[src/rtl/adder_acc.sv]
// adder_acc: registered signed add/sub with a saturating or wrapping
// accumulator, sticky overflow flag and an accepted-operation counter.
module adder_acc #(
  parameter int WIDTH  = 4,
  parameter int SAT_EN = 1
) (
  input  logic             clk,
  input  logic             reset,
  input  logic             in_valid,
  input  logic [1:0]       op,
  input  logic [WIDTH-1:0] A,
  input  logic [WIDTH-1:0] B,
  output logic [WIDTH:0]   C,
  output logic             out_valid,
  output logic             ovf,
  output logic [7:0]       op_cnt
);

  logic [WIDTH:0]   c_q, c_d;
  logic             vld_q, vld_d;
  logic             ovf_q, ovf_d;
  logic [7:0]       cnt_q, cnt_d;

  logic [WIDTH:0]   a_ext, b_ext;
  logic [WIDTH:0]   res_max, res_min;
  logic [WIDTH+1:0] acc_sum;
  logic             acc_ovf;
  logic             is_add, is_sub, is_acc, is_clr;

  assign a_ext   = {A[WIDTH-1], A};
  assign b_ext   = {B[WIDTH-1], B};
  assign res_max = {1'b0, {WIDTH{1'b1}}};
  assign res_min = {1'b1, {WIDTH{1'b0}}};

  // Accumulate one bit wider than C so out-of-range sums are visible
  // as a disagreement between the two top bits.
  assign acc_sum = {a_ext[WIDTH], a_ext} + {c_q[WIDTH], c_q};
  assign acc_ovf = acc_sum[WIDTH+1] ^ acc_sum[WIDTH];

  assign is_add = (op == 2'b00);
  assign is_sub = (op == 2'b01);
  assign is_acc = (op == 2'b10);
  assign is_clr = (op == 2'b11);

  // Next-state for result, flags and counter; everything holds when idle.
  always_comb begin
    c_d   = c_q;
    ovf_d = ovf_q;
    cnt_d = cnt_q;
    vld_d = 1'b0;
    if (in_valid) begin
      vld_d = 1'b1;
      cnt_d = cnt_q + 8'd1;
      unique case (1'b1)
        is_add: c_d = a_ext + b_ext;
        is_sub: c_d = a_ext - b_ext;
        is_acc: begin
          c_d = acc_sum[WIDTH:0];
          if (acc_ovf) begin
            ovf_d = 1'b1;
            if (SAT_EN != 0) begin
              c_d = acc_sum[WIDTH+1] ? res_min : res_max;
            end
          end
        end
        is_clr: begin
          c_d   = '0;
          ovf_d = 1'b0;
        end
        default: ;
      endcase
    end
  end

  // State registers; reset clears everything without waiting for clk.
  always_ff @(posedge clk or negedge reset) begin
    if (!reset) begin
      c_q   <= '0;
      vld_q <= 1'b0;
      ovf_q <= 1'b0;
      cnt_q <= '0;
    end else begin
      c_q   <= c_d;
      vld_q <= vld_d;
      ovf_q <= ovf_d;
      cnt_q <= cnt_d;
    end
  end

  assign C         = c_q;
  assign out_valid = vld_q;
  assign ovf       = ovf_q;
  assign op_cnt    = cnt_q;

endmodule

[config.mk]
export PLATFORM = sky130hd
export DESIGN_NAME = adder_acc
export DESIGN_NICKNAME = d
export VERILOG_FILES = /design/src/rtl/adder_acc.sv
export SDC_FILE = /design/constraint.sdc
export NUM_CORES = 1
export LEC_CHECK = 0
export ABC_AREA = 1
export CORE_MARGIN = 8
export CORE_UTILIZATION = 49
export DETAILED_ROUTE_END_ITERATION = 7
export GPL_TIMING_DRIVEN = 0
export PLACE_DENSITY = 0.75
export REMOVE_ABC_BUFFERS = 1
export SLEW_MARGIN = 20
export SYNTH_ARGS = -nofsm -noshare
export SYNTH_HDL_FRONTEND = slang
export SYNTH_SLANG_ARGS = --single-unit
[constraint.sdc]
create_clock -name clk -period 2.2 [get_ports clk]
set_input_delay 0.44 -clock clk [delete_from_list [all_inputs] [get_ports clk]]
set_output_delay 0.44 -clock clk [all_outputs]
set_load 0.05 [all_outputs]
Yosys cells after proc, flatten, opt, wreduce, memory -nomap -nowiden --
Index checks and enable logic that the tools add are counted. Widths: inputs -> output; s select.
Storage, ports and cells: bits in registers 15, input port bits 13, output and inout bits 15
Cells by class: add/subtract/negate cells 4, eq/ne operators 4, multiplexer cells 6, bitwise gates (word level) 1, reductions and logical operators 5
Operator list (number):
- $pmux 5 s4 | 1
- $mux 5 | 2
- $add 8x1->8 const B | 1
- $add 4x5->6 | 1
- $add 4x4->5 | 1
- $sub 4x4->5 | 1
- $eq 2x2->1 const B | 2
- $reduce_bool 4->1 | 1
- $reduce_and 3->1 | 1
- $eq 2x1->1 const B | 1
- $logic_not 2->1 | 1
- $mux 1 | 2
- $ne 2x2->1 const B | 1
- $pmux 1 s2 | 1
- $reduce_and 2->1 | 1
- $reduce_bool 2->1 | 1
- $xor 1x1->1 | 1

Depth between registers and ports, before layout --
depth in word-level cells 4, gate-level depth with buffers 13, mapped depth without buffers 13

Least setup slack after synthesis --
No wires, ideal clock.
path type reg-to-reg, start point register c_q[0] (netlist: C[0]), end point register c_q[1] (netlist: C[1]), library setup time 73 ps, arrival time 2013 ps, required time 2127 ps, slack 113 ps, stages on the path, launching flop included 10, clock period less this slack 2087 ps, cells stage by stage dfrtp_1 -> ha_1 -> inv_1 -> fa_1 -> nand3b_1 -> nand2_1 -> nand3_1 -> nand3_1 -> nand2_1 -> a21oi_2
Between the ends: word-level cells in the longest chain between the ends 4
Ends and longest elaborated chain:
- start, declared | RTL line 19 | logic [WIDTH:0] c_q, c_d;
- start signal, assigned | RTL line 78 | c_q <= '0;
- start signal, assigned | RTL line 83 | c_q <= c_d;
- $add 4x5->6 (*) | RTL line 37 | assign acc_sum = {a_ext[WIDTH], a_ext} + {c_q[WIDTH], c_q};
- $mux 5 / $xor 1x1->1 (equally long branches) | RTL line 62, 38
- $mux 5 (*) | RTL line 59 | if (acc_ovf) begin
- $pmux 5 s4 (*) | RTL line 54 | unique case (1'b1)
Every way passes the cells marked *; elsewhere a longest branch is shown, timed or not. A chain may end at the register's enable or synchronous reset.

Worst setup path in the final report --
start point input port A[0], end point register ovf_q (netlist: ovf)
Between the ends: word-level cells in the longest chain between the ends 4
Ends and longest elaborated chain:
- start, declared | RTL line 11 | input logic [WIDTH-1:0] A,
- $add 4x5->6 | RTL line 37
- $xor 1x1->1 | RTL line 38 | assign acc_ovf = acc_sum[WIDTH+1] ^ acc_sum[WIDTH];
- $ne 2x2->1 (no line)
- $reduce_and 3->1 (no line)
- end signal, assigned | RTL line 85 | ovf_q <= ovf_d;
- end, declared | RTL line 21 | logic ovf_q, ovf_d;
No other way between the ends.

==> impl_metrics.yaml <==
run_status:
  status: "finished, final reports clean"
synthesis:
  yosysWarningCount: 0
  syn_area_sq_mm: 0.00121
  synthCells: 157
  synth_cell_types: 23
  ys_seq_area_share_pct: 31.1
  postSynthAreaPerCell_sq_um: 7.70
  synth-seq-cells: 15
layout:
  fin_nets: 219
  final_util_pct: 67.1
  fillers: 211
  multi_input_area_sq_um: 782
  area_growth_pct: 33.7
  stdcell_count: 222
  seq_area_sq_um: 375
  antenna_cells: 0
  drive_above_1_share_pct: 17.2
setup_path:
  cpPeakStageDelay_ps: 510
  path_max_fanout: 5
  cp_num_cells: 10
  worstPathRequired_ps: 2370
  reg2regPathDepth: 9
  cp_top_family: "buffers and inverters"
  r2r_setup_slack_ps: 310
  crit_slowest_cell: "clkdlybuf4s50_1"
  timing.rr.start: "C[0]"
  r2r_end: "ovf"
  cp.buffers_inverters: 3
  endpoint_kind: "register"
  cp_data_arrival_time_ps: 2340
  crit_chain: "clkdlybuf4s50_1 -> ha_2 -> inv_1 -> fa_1 -> nand3b_1 -> nand2_2 -> inv_1 -> nand2_2 -> a21oi_2 -> o21a_1"
  crit_path_start: "A[0]"
  cp-endpoint: "ovf"
  setup.worst_path.class: "in2reg"
  setup.worst_path.start_class: "primary input"
routing:
  drc: 0
  vias_per_cell: 5.05
  wl_per_cell_microns: 12.5
  drt_first_pass_iters: 4
  wirelength_mm: 2.78
  drt_iter0_markers: 16
  ant_nets: 0
  via_count: 1122
timing:
  final_max_slew_viol_count: 0
  hold_viol_final: 0
  finClkSkew_ps: 6.18
  setup_slack_ps: 37.7
  worst_pin_slew_ps: 620
  slew_headroom_pct: 58.6
  fin_crit_ps: 2160
  finalSetupViolations: 0
  clock.fmax_mhz: 462
  grt_setup_unrepaired: "true"
  fin_crit_sh_pct: 98.3
clock_network:
  clk_pin_slew_ps: 90
  postCtsHoldBufs: 0
  cts_num_sinks: 15
  cts-root-buf: "clkbuf_4"
  clk_path_buf_depth: 2
  insertion_delay_ps: 280
  cts_buffers: 3
  cts_tree: "yes"
  htree_levels: 1
power_and_ir_drop:
  peakVddDrop_mv: 1.15
  p_leak_nw: 0.817
  pwr_density_cell_mw_per_mm2: 996
global_routing:
  grt_pass1_wl_mm: 4.64
  grt_usage_pct: 13.2
  grt_overflow_total: 0
  antenna_found_initial: 0
  grt_pass1_vias: 1038
  grt_max_degree: 16
job:
  maxCapViolCount: 0
placed_design:
  pre_cts_ws_ps: -537
  dp_cells: 213
  port_buffers: 27
  gp_congestion: 0.852
  dpl.hpwl_mm: 2.22
die:
  rows: 18
  die_h_microns: 65.7
  coreArea_sq_mm: 0.00241
  die_w_microns: 65.7
  ioPinCount: 28
  die-area_sq_mm: 0.00431
  start_util_pct: 50.2
worst_hold_path:
  hold_class: "reg2reg"
Yosys cell counts, drive strengths merged:
master	instances	share of area [%]
buf	1	0.93
nand3b	4	2.5
o21ai	4	1.7
xor2	10	7.2
nand2	41	14
fa	2	3.3
nand4	2	1.0
ha	11	11
dfrtp	15	31
nand2b	1	0.52
a21o	1	0.72
nand3	11	4.6
o21a	1	0.62
nor2	15	4.7
o31ai	1	0.62
o21bai	1	0.62
xnor2	1	0.72
a21oi	12	7.1
inv	23	7.1
logic make-up (layout without fill, tap and decap cells):
family | Yosys count | after routing | share of synthesized area, %
simple gates | 74 | 74 | 26.8
buf+inv | 24 | 59 | 8.08
compound gates | 20 | 20 | 11.4
flops | 15 | 15 | 31.1
fa+ha+maj | 13 | 13 | 14.7
xor+xnor | 11 | 11 | 7.97
power by group:
group          internal (W)  leakage (nW)  total [W]  switching, W
Clock             0.0000675        0.0177   0.000150     0.0000826
Combinational      0.000368         0.616    0.00101      0.000638
Sequential         0.000361         0.184   0.000454     0.0000925
Total              0.000796         0.817    0.00161      0.000813
what timing repair did:
action,4_1_cts,5_1_grt
setup endpoints to repair,3,6
setup buffers,0,5
endpoints found under the hold margin,0,0
gates resized for setup,8,9
pin swaps,3,8
worst register-to-register path: stages (launching register included):
cell and delay, ps:
dfrtp_1 400, ha_2 200, inv_1 50, fa_1 390, nand3b_1 230, nand2_2 130
inv_1 60, nand2_2 110, a21oi_2 70, o21a_1 170
stage by stage:
| step | TNS [ps] | instance area [sq um] | total power [W] | hold slack [ps] |
|---|---|---|---|---|
| finish | 0 | 1620 | 0.00161 | 469 |
| global route | -161 | 1620 | 0.00173 | 504 |
| CTS | 0 | 1540 | 0.00158 | 477 |
| detailed placement | -2010 | 1510 | 0.00142 | 462 |
| global placement | -1700 | 1510 | 0.00139 | 456 |
| floorplan | 0 | 1200 | 0.00111 | 144 |
per-layer routing:
metal | track usage [%] | vias up | wire length, microns
li1 | - | 574 | -
met1 | 16.4 | 524 | 1230
met2 | 22.7 | 22 | 1440
met3 | 3.06 | 2 | 104
met4 | 2.45 | 0 | 7
met5 | 0 | - | 0
worst min-delay path by stage:
| stage | startpoint | to | slack (ps) | cells after the start |
|---|---|---|---|---|
| global placement | op_cnt[7] | op_cnt[7] | 460 | 1 |
| finish | op_cnt[7] | op_cnt[7] | 470 | 1 |
| global route | op_cnt[7] | op_cnt[7] | 500 | 1 |
| detailed placement | op_cnt[7] | op_cnt[7] | 460 | 1 |
| CTS | op_cnt[7] | op_cnt[7] | 480 | 1 |
| floorplan | reset | C[0] | 140 | 0 |
flip-flops by register name (all words and copies together), names as in the netlist:
name       cells
out_valid      1
ovf            1
C              5
op_cnt         8
layout by cell type, fill, tap and decap left out:
| cell type | n |
|---|---|
| a21oi_2 | 6 |
| nand3_1 | 9 |
| nand3b_1 | 4 |
| o21ai_0 | 3 |
| o21bai_1 | 1 |
| buf_4 | 5 |
| o31ai_2 | 1 |
| ha_2 | 2 |
| o21ai_2 | 1 |
| inv_2 | 3 |
| nand4_1 | 2 |
| dfrtp_1 | 15 |
| fa_2 | 1 |
| a21oi_1 | 5 |
| nand2_2 | 6 |
| fa_1 | 1 |
| nor2_1 | 15 |
| nand2_1 | 35 |
| o21a_1 | 1 |
| xor2_1 | 10 |
| clkbuf_4 | 3 |
| clkdlybuf4s50_1 | 24 |
| dlymetal6s2s_1 | 1 |
| xnor2_1 | 1 |
| inv_1 | 20 |
| clkinv_2 | 1 |
| nand3_4 | 1 |
| dlygate4sd2_1 | 2 |
| ha_1 | 9 |
| a21oi_4 | 1 |
| a21o_2 | 1 |
| nand3_2 | 1 |
| nand2b_1 | 1 |
cell type report:
class | count | share of cell area [%]
multi-input cells | 118 | 48.4
clock inverters | 1 | 0.310
flip-flops and latches | 15 | 23.2
well taps | 30 | 2.32
inverters | 23 | 5.34
clock buffers | 3 | 1.39
repair buffers | 32 | 19.0
Power figures use the tool's default switching activity.
